===== config.mk =====
export PLATFORM = sky130hd
export DESIGN_NAME = muldiv_unit
export DESIGN_NICKNAME = d
export VERILOG_FILES = /design/src/rtl/muldiv_unit.sv
export SDC_FILE = /design/constraint.sdc
export NUM_CORES = 2
export LEC_CHECK = 0
export BUFFER_PORTS_ARGS = -buffer_cell sky130_fd_sc_hd__buf_2
export CORE_UTILIZATION = 55
export CTS_BUF_LIST = sky130_fd_sc_hd__clkbuf_8
export DETAILED_ROUTE_END_ITERATION = 6
export GPL_TIMING_DRIVEN = 0
export PLACE_DENSITY = 0.72
export SYNTH_ARGS = -nofsm -noshare
export SYNTH_HDL_FRONTEND = slang
export SYNTH_SLANG_ARGS = --single-unit
export TNS_END_PERCENT = 30

===== constraint.sdc =====
create_clock -name clk -period 10.2 [get_ports clk]
set_input_delay 0.51 -clock clk [delete_from_list [all_inputs] [get_ports clk]]
set_output_delay 0.51 -clock clk [all_outputs]
set_load 0.005 [all_outputs]

===== src/rtl/muldiv_unit.sv =====
// rtl/muldiv_unit.sv - Multi-cycle multiply/divide unit owning the HI/LO registers.
// Optional div_zero output port enabled by defining DIVZERO_FLAG_EN.
module muldiv_unit #(
  parameter int WIDTH      = 32,
  parameter int MUL_STAGES = 2
) (
  input  logic             clk,
  input  logic             rst_n,
  input  logic             start,
  input  logic [1:0]       op,
  input  logic [WIDTH-1:0] a,
  input  logic [WIDTH-1:0] b,
  input  logic             flush,
  input  logic             wr_hi,
  input  logic             wr_lo,
  input  logic [WIDTH-1:0] wr_data,
  output logic             busy,
  output logic             done,
  output logic [WIDTH-1:0] hi,
`ifdef DIVZERO_FLAG_EN
  output logic [WIDTH-1:0] lo,
  output logic             div_zero
`else
  output logic [WIDTH-1:0] lo
`endif
);

  localparam int CW = $clog2(WIDTH + MUL_STAGES + 1);

  typedef enum logic [2:0] {S_IDLE, S_MUL, S_DIV_INIT, S_DIV_ITER, S_DIV_FIX} state_t;

  state_t             r_state, w_next;
  logic [CW-1:0]      r_cnt;
  logic [WIDTH-1:0]   r_ma, r_mb, r_quo, r_rem, r_div, r_hi, r_lo;
  logic               r_signed, r_neg_q, r_neg_r, r_dz, r_done, r_div_zero;
  logic [2*WIDTH-1:0] r_pipe [MUL_STAGES];

  logic               w_res_we, w_accept;
  logic [WIDTH-1:0]   w_res_hi, w_res_lo, w_abs_a, w_abs_b;
  logic [2*WIDTH-1:0] w_ma_ext, w_mb_ext, w_prod;
  logic [WIDTH:0]     w_sh, w_diff;

  assign busy = (r_state != S_IDLE) || r_done;
  assign done = r_done;
  assign hi   = r_hi;
  assign lo   = r_lo;
`ifdef DIVZERO_FLAG_EN
  assign div_zero = r_div_zero;
`endif

  assign w_ma_ext = r_signed ? {{WIDTH{r_ma[WIDTH-1]}}, r_ma} : {{WIDTH{1'b0}}, r_ma};
  assign w_mb_ext = r_signed ? {{WIDTH{r_mb[WIDTH-1]}}, r_mb} : {{WIDTH{1'b0}}, r_mb};
  assign w_prod   = w_ma_ext * w_mb_ext;

  assign w_abs_a  = (r_signed && r_ma[WIDTH-1]) ? -r_ma : r_ma;
  assign w_abs_b  = (r_signed && r_mb[WIDTH-1]) ? -r_mb : r_mb;
  // Restoring step: shift next dividend bit into the partial remainder, try the subtract.
  assign w_sh     = {r_rem, r_quo[WIDTH-1]};
  assign w_diff   = w_sh - {1'b0, r_div};
  assign w_accept = (r_state == S_IDLE) && (w_next != S_IDLE);

  always_comb begin
    w_next   = r_state;
    w_res_we = 1'b0;
    w_res_hi = '0;
    w_res_lo = '0;
    unique case (r_state)
      S_IDLE:     if (start && !r_done) w_next = op[1] ? S_DIV_INIT : S_MUL;
      S_MUL: begin
        {w_res_hi, w_res_lo} = r_pipe[MUL_STAGES-1];
        if (r_cnt == CW'(MUL_STAGES)) begin
          w_next   = S_IDLE;
          w_res_we = 1'b1;
        end
      end
      S_DIV_INIT: w_next = S_DIV_ITER;
      S_DIV_ITER: if (r_cnt == CW'(WIDTH - 1)) w_next = S_DIV_FIX;
      S_DIV_FIX: begin
        w_res_lo = r_dz ? '1 : (r_neg_q ? -r_quo : r_quo);
        w_res_hi = r_neg_r ? -r_rem : r_rem;
        w_next   = S_IDLE;
        w_res_we = 1'b1;
      end
      default:    w_next = S_IDLE;
    endcase
    if (flush) begin
      w_next   = S_IDLE;
      w_res_we = 1'b0;
    end
  end

  always_ff @(posedge clk or negedge rst_n) begin
    if (!rst_n) begin
      r_state    <= S_IDLE;
      r_cnt      <= '0;
      r_ma       <= '0;
      r_mb       <= '0;
      r_signed   <= 1'b0;
      r_quo      <= '0;
      r_rem      <= '0;
      r_div      <= '0;
      r_neg_q    <= 1'b0;
      r_neg_r    <= 1'b0;
      r_dz       <= 1'b0;
      r_hi       <= '0;
      r_lo       <= '0;
      r_done     <= 1'b0;
      r_div_zero <= 1'b0;
      for (int i = 0; i < MUL_STAGES; i++) r_pipe[i] <= '0;
    end else begin
      r_state    <= w_next;
      r_done     <= w_res_we;
      r_div_zero <= w_res_we && (r_state == S_DIV_FIX) && r_dz;
      r_cnt      <= ((r_state == S_MUL || r_state == S_DIV_ITER) && w_next == r_state) ?
                    r_cnt + 1'b1 : '0;
      r_pipe[0]  <= w_prod;
      for (int i = 1; i < MUL_STAGES; i++) r_pipe[i] <= r_pipe[i-1];
      if (w_accept) begin
        r_ma     <= a;
        r_mb     <= b;
        r_signed <= ~op[0];
      end
      if (r_state == S_DIV_INIT) begin
        r_quo   <= w_abs_a;
        r_div   <= w_abs_b;
        r_rem   <= '0;
        r_dz    <= (r_mb == '0);
        r_neg_q <= r_signed && (r_ma[WIDTH-1] ^ r_mb[WIDTH-1]);
        r_neg_r <= r_signed && r_ma[WIDTH-1];
      end else if (r_state == S_DIV_ITER) begin
        if (!w_diff[WIDTH]) begin
          r_rem <= w_diff[WIDTH-1:0];
          r_quo <= {r_quo[WIDTH-2:0], 1'b1};
        end else begin
          r_rem <= w_sh[WIDTH-1:0];
          r_quo <= {r_quo[WIDTH-2:0], 1'b0};
        end
      end
      // A same-edge MTHI/MTLO is the younger instruction and overrides the result.
      if (wr_hi)         r_hi <= wr_data;
      else if (w_res_we) r_hi <= w_res_hi;
      if (wr_lo)         r_lo <= wr_data;
      else if (w_res_we) r_lo <= w_res_lo;
    end
  end

endmodule


==> results by stage <==
Placed design:
- The post-place instance area is slightly below 70000 um^2.
- The post-DP HPWL is about 210 mm.
- At the end of routability-driven placement, the weighted congestion stood at 1.083.
- The count of input and output buffers is approximately 170.

Synthesis:
- Yosys printed 0 warnings.
- The share of the Yosys chip area taken by registers is 14.00%.
- In the synthesized netlist the dominant register cell turns out to be dfrtp_1.
- After synthesis the netlist holds a flip-flop and latch count of between 300 and 400.
- The post-synthesis cell type count is 80.
- Counting flops with a built-in enable in the synthesized netlist gives 0.
- The number of nets handed over by synthesis was 8762.
- The post-synthesis async set-or-reset flop share is 100.0%.
- The post-synthesis area per instance is 9.495 um^2.
- The cell count after synthesis came out at between 6000 and 7000.
- After synthesis the cells add up to between 60000 and 70000 um^2.

Detailed routing:
- For this run, design rule violations remaining after detail routing come to 0.
- In this run the remaining antenna-violating nets after routing total 0.
- The total length of routed wires is 255.8 mm.
- The iteration-0 DRC count of the detailed router is between 5000 and 6000.
- After detailed routing, the number of vias per cell comes to 5.797.
- The first-pass iteration count of the detailed router is 5.
- The overall via count from detail_route is 50660.
- The post-detailed-route wirelength per cell is between 20 and 30 um.

Die:
- The chip width is about 350 um.
- The height of the chip is 346.8 um.
- For this design the top-level I/O count stands at 170.
- The region available for standard cell placement spans 117900 um^2.
- The initial utilization of the core area, before any placement, comes to between 50 and 60%.
- The die covers between 100000 and 150000 um^2.
- Row generation in the floorplan step produced 126 rows.

Critical path:
- The setup path with the least slack is of type flop to flop.
- For this run, the slowest stage of the critical path takes about 0.86 ns.
- Among all stages on the critical path, the largest delay is contributed by clkdlybuf4s15_1.
- Data on the critical path arrives at its endpoint at around 11 ns.
- The endpoint kind of the worst setup timing path is a flop.
- The cell seen most often among critical-path stages is fa_1.
- The number of cells on the worst reg-to-reg path is 29.
- Of all nets on the critical path, the largest fanout is 10.
- STA classifies the critical path startpoint as a flop.
- The launching instance or port of the critical path is r_ma[21].
- The required time at the worst-slack endpoint is approximately 11 ns.
- The worst flop-to-flop path startpoint is r_ma[21].

CTS:
- Clock-pin slew was measured on the worst setup and hold paths at ~0.07 ns.
- The clock passes through at most 3 buffers.
- The tree is rooted in a clkbuf_8.
- The clock drives 366 sinks.
- The clock tree from TritonCTS is built.
- The number of buffers inserted during clock tree synthesis is 66.
- The H-tree was split into 3 levels.
- For the worst-skew pair, the clock arrives at the later sink with an insertion delay of between 0.7 and 0.8 ns.

Layout:
- In the final layout, the share of cells above drive strength 1 is 8.430%.
- The cell area after layout is 70510 um^2.
- The synthesis-to-layout area growth is 7.821%.
- The net count reported at finish is 9001.
- The fill cell total of the finished layout is 10350.

STA:
- Setup repair after global routing could not meet its margin everywhere.
- Setup violations remaining at the end of the flow were counted as 0.
- The final count of pins violating max slew is 0.
- The total negative slack is 0 ns.
- Measured against its own limit, the worst slew margin works out to 3.240%.
- The final setup skew is around 0.092 ns.
- Counting I/O delays and the setup requirement, the final critical path takes 10.15 ns.
- The achievable frequency is just under 100 MHz.
- The worst-margin pin slew is 1.451 ns.
- The post-route clock period utilization is between 90% and 100%.
- The final hold violation count is 0.
- On the final layout, the worst hold slack is just over 0.06 ns.

Global routing:
- Summed over all layers, the global routing overflow is 0.
- In the global route stage, overall resource usage came out at around 44%.
- The number of global-route vias before repair came to approximately 53000.
- The number of antenna violations at the first check in global routing is 31.
- The first global-routing pass estimated ~370 mm of wire.
- Entering global routing, the biggest net connects 120 pins.

Hold path:
- The number of cells on the worst hold path is 2.
- The class of the worst hold path is input port to flop.
- The worst hold path begins at a[15].

Outcome:
- The flow ran to the end, and the final reports show no timing, DRC or antenna violations.

Job:
- The number of violations of the max-capacitance limit is 0.
## state kept, by name (all words and copies together) (netlist names)
signal    count
done          1
hi           32
lo           32
r_cnt         6
r_div        32
r_dz          1
r_ma         32
r_mb         32
r_neg_q       1
r_neg_r       1
r_pipe      128
r_quo        32
r_rem        32
r_signed      1
r_state       3
## cell families after synthesis
kind of cell / share of synthesized area (%)
xor gates and xnor gates: 3.694
buffers and inverters: 11.24
and+or+nand+nor: 12.76
muxes: 1.554
adders and majority gates: 50.15
DFF: 14.00
AOI/OAI and AO/OA: 6.602
## area by class of cell
type,count,area [um^2],area share [%]
buffer,322,1555,2.206
clock buffer,78,1074,1.522
antenna,25,62.56,0.08872
sequential,366,9238,13.10
inverter,1578,5923,8.400
timing repair buffer,222,1465,2.078
clock inverter,40,279.0,0.3957
tap,1536,1922,2.725
multi-input combinational,4571,49000,69.48
## Yosys cell counts, drive strengths merged (16+ instances only)
cell	n	area, um^2
inv	1576	5916
fa	1416	28350
nand2	820	3078
and2	560	3503
dfrtp	366	9159
ha	354	4429
o21ai	342	1723
clkbuf	316	1186
xnor2	163	1428
a21oi	153	765.7
xor2	112	988.4
nor2	100	375.4
mux2	60	675.7
a21o	58	435.4
buf	57	240.2
nand3	51	255.2
mux2i	34	340.3
and3	31	193.9
o211ai	31	237.7
o31ai	30	235.2
a31oi	23	143.9
nor3	23	125.1
or3	23	158.9
o41ai	16	147.7
## path summary, 6_finish.rpt
path	end	slack, ns
worst min register to register	r_pipe[9]	0.33
worst min-delay path	r_ma[15]	0.06
worst max-delay path	r_pipe[121]	0.05
max in group asynchronous	r_ma[26]	7.94
min in group asynchronous	r_pipe[14]	0.27
worst max register to register	r_pipe[121]	0.05
## metrics by stage
| stage | util (%) | setup slack (ns) | instances |
|---|---|---|---|
| floorplan | - | 0.9047 | 6888 |
| global placement | 57.80 | -2.162 | 8591 |
| detailed placement | 57.94 | -2.176 | 8597 |
| CTS | 59.56 | 0.002055 | 8708 |
| global route | 59.76 | -0.08373 | 8719 |
| finish | 59.80 | 0.04928 | 8738 |
## worst max-delay path, delay by kind of cell (launching register included)
kind	cells	cell delay, ns
adder cells (fa/ha/maj)	11	5.45
buffers and inverters	8	1.37
AO/OA/AOI/OAI	4	1.24
AND/OR/NAND/NOR	5	0.98
flip-flops	1	0.66
XOR/XNOR	1	0.33
## layout by cell type (no fill, tap or decap), types with 25 or more instances in the layout
cell type,count
clkbuf_1,149
o21ai_0,328
and2_1,559
mux2_2,60
dlygate4sd3_1,39
nand2_1,816
inv_1,1590
xor2_1,111
nor2_1,97
xnor2_1,162
dfrtp_1,323
dfrtp_2,33
o31ai_1,28
buf_2,189
mux2i_1,34
diode_2,25
fa_1,1406
clkbuf_8,80
clkbuf_2,89
o211ai_1,30
a21o_1,58
a21oi_1,152
and3_1,31
nand3_1,51
ha_1,353
clkbuf_4,27
## what timing repair did
action | in CTS | in global routing
pin swaps | 1 | 10
buffers inserted | 1 | 9
setup endpoints to repair | 31 | 19
hold endpoints to repair | 66 | 0
resized for setup | 196 | 172
hold buffers | 39 | 0
## layer usage
metal  up-vias  track usage [%]  wire length (um)
met5         -           0.6803               251
met1     25940            55.77             95900
met2      3015            65.29            110900
met3       657            14.72             32100
met4        10            23.64             16710
li1      21030                -                 -
Power is left out: the tool's default activity adds up to more than one toggle a clock period on the data nets, which glitch-free logic cannot reach.
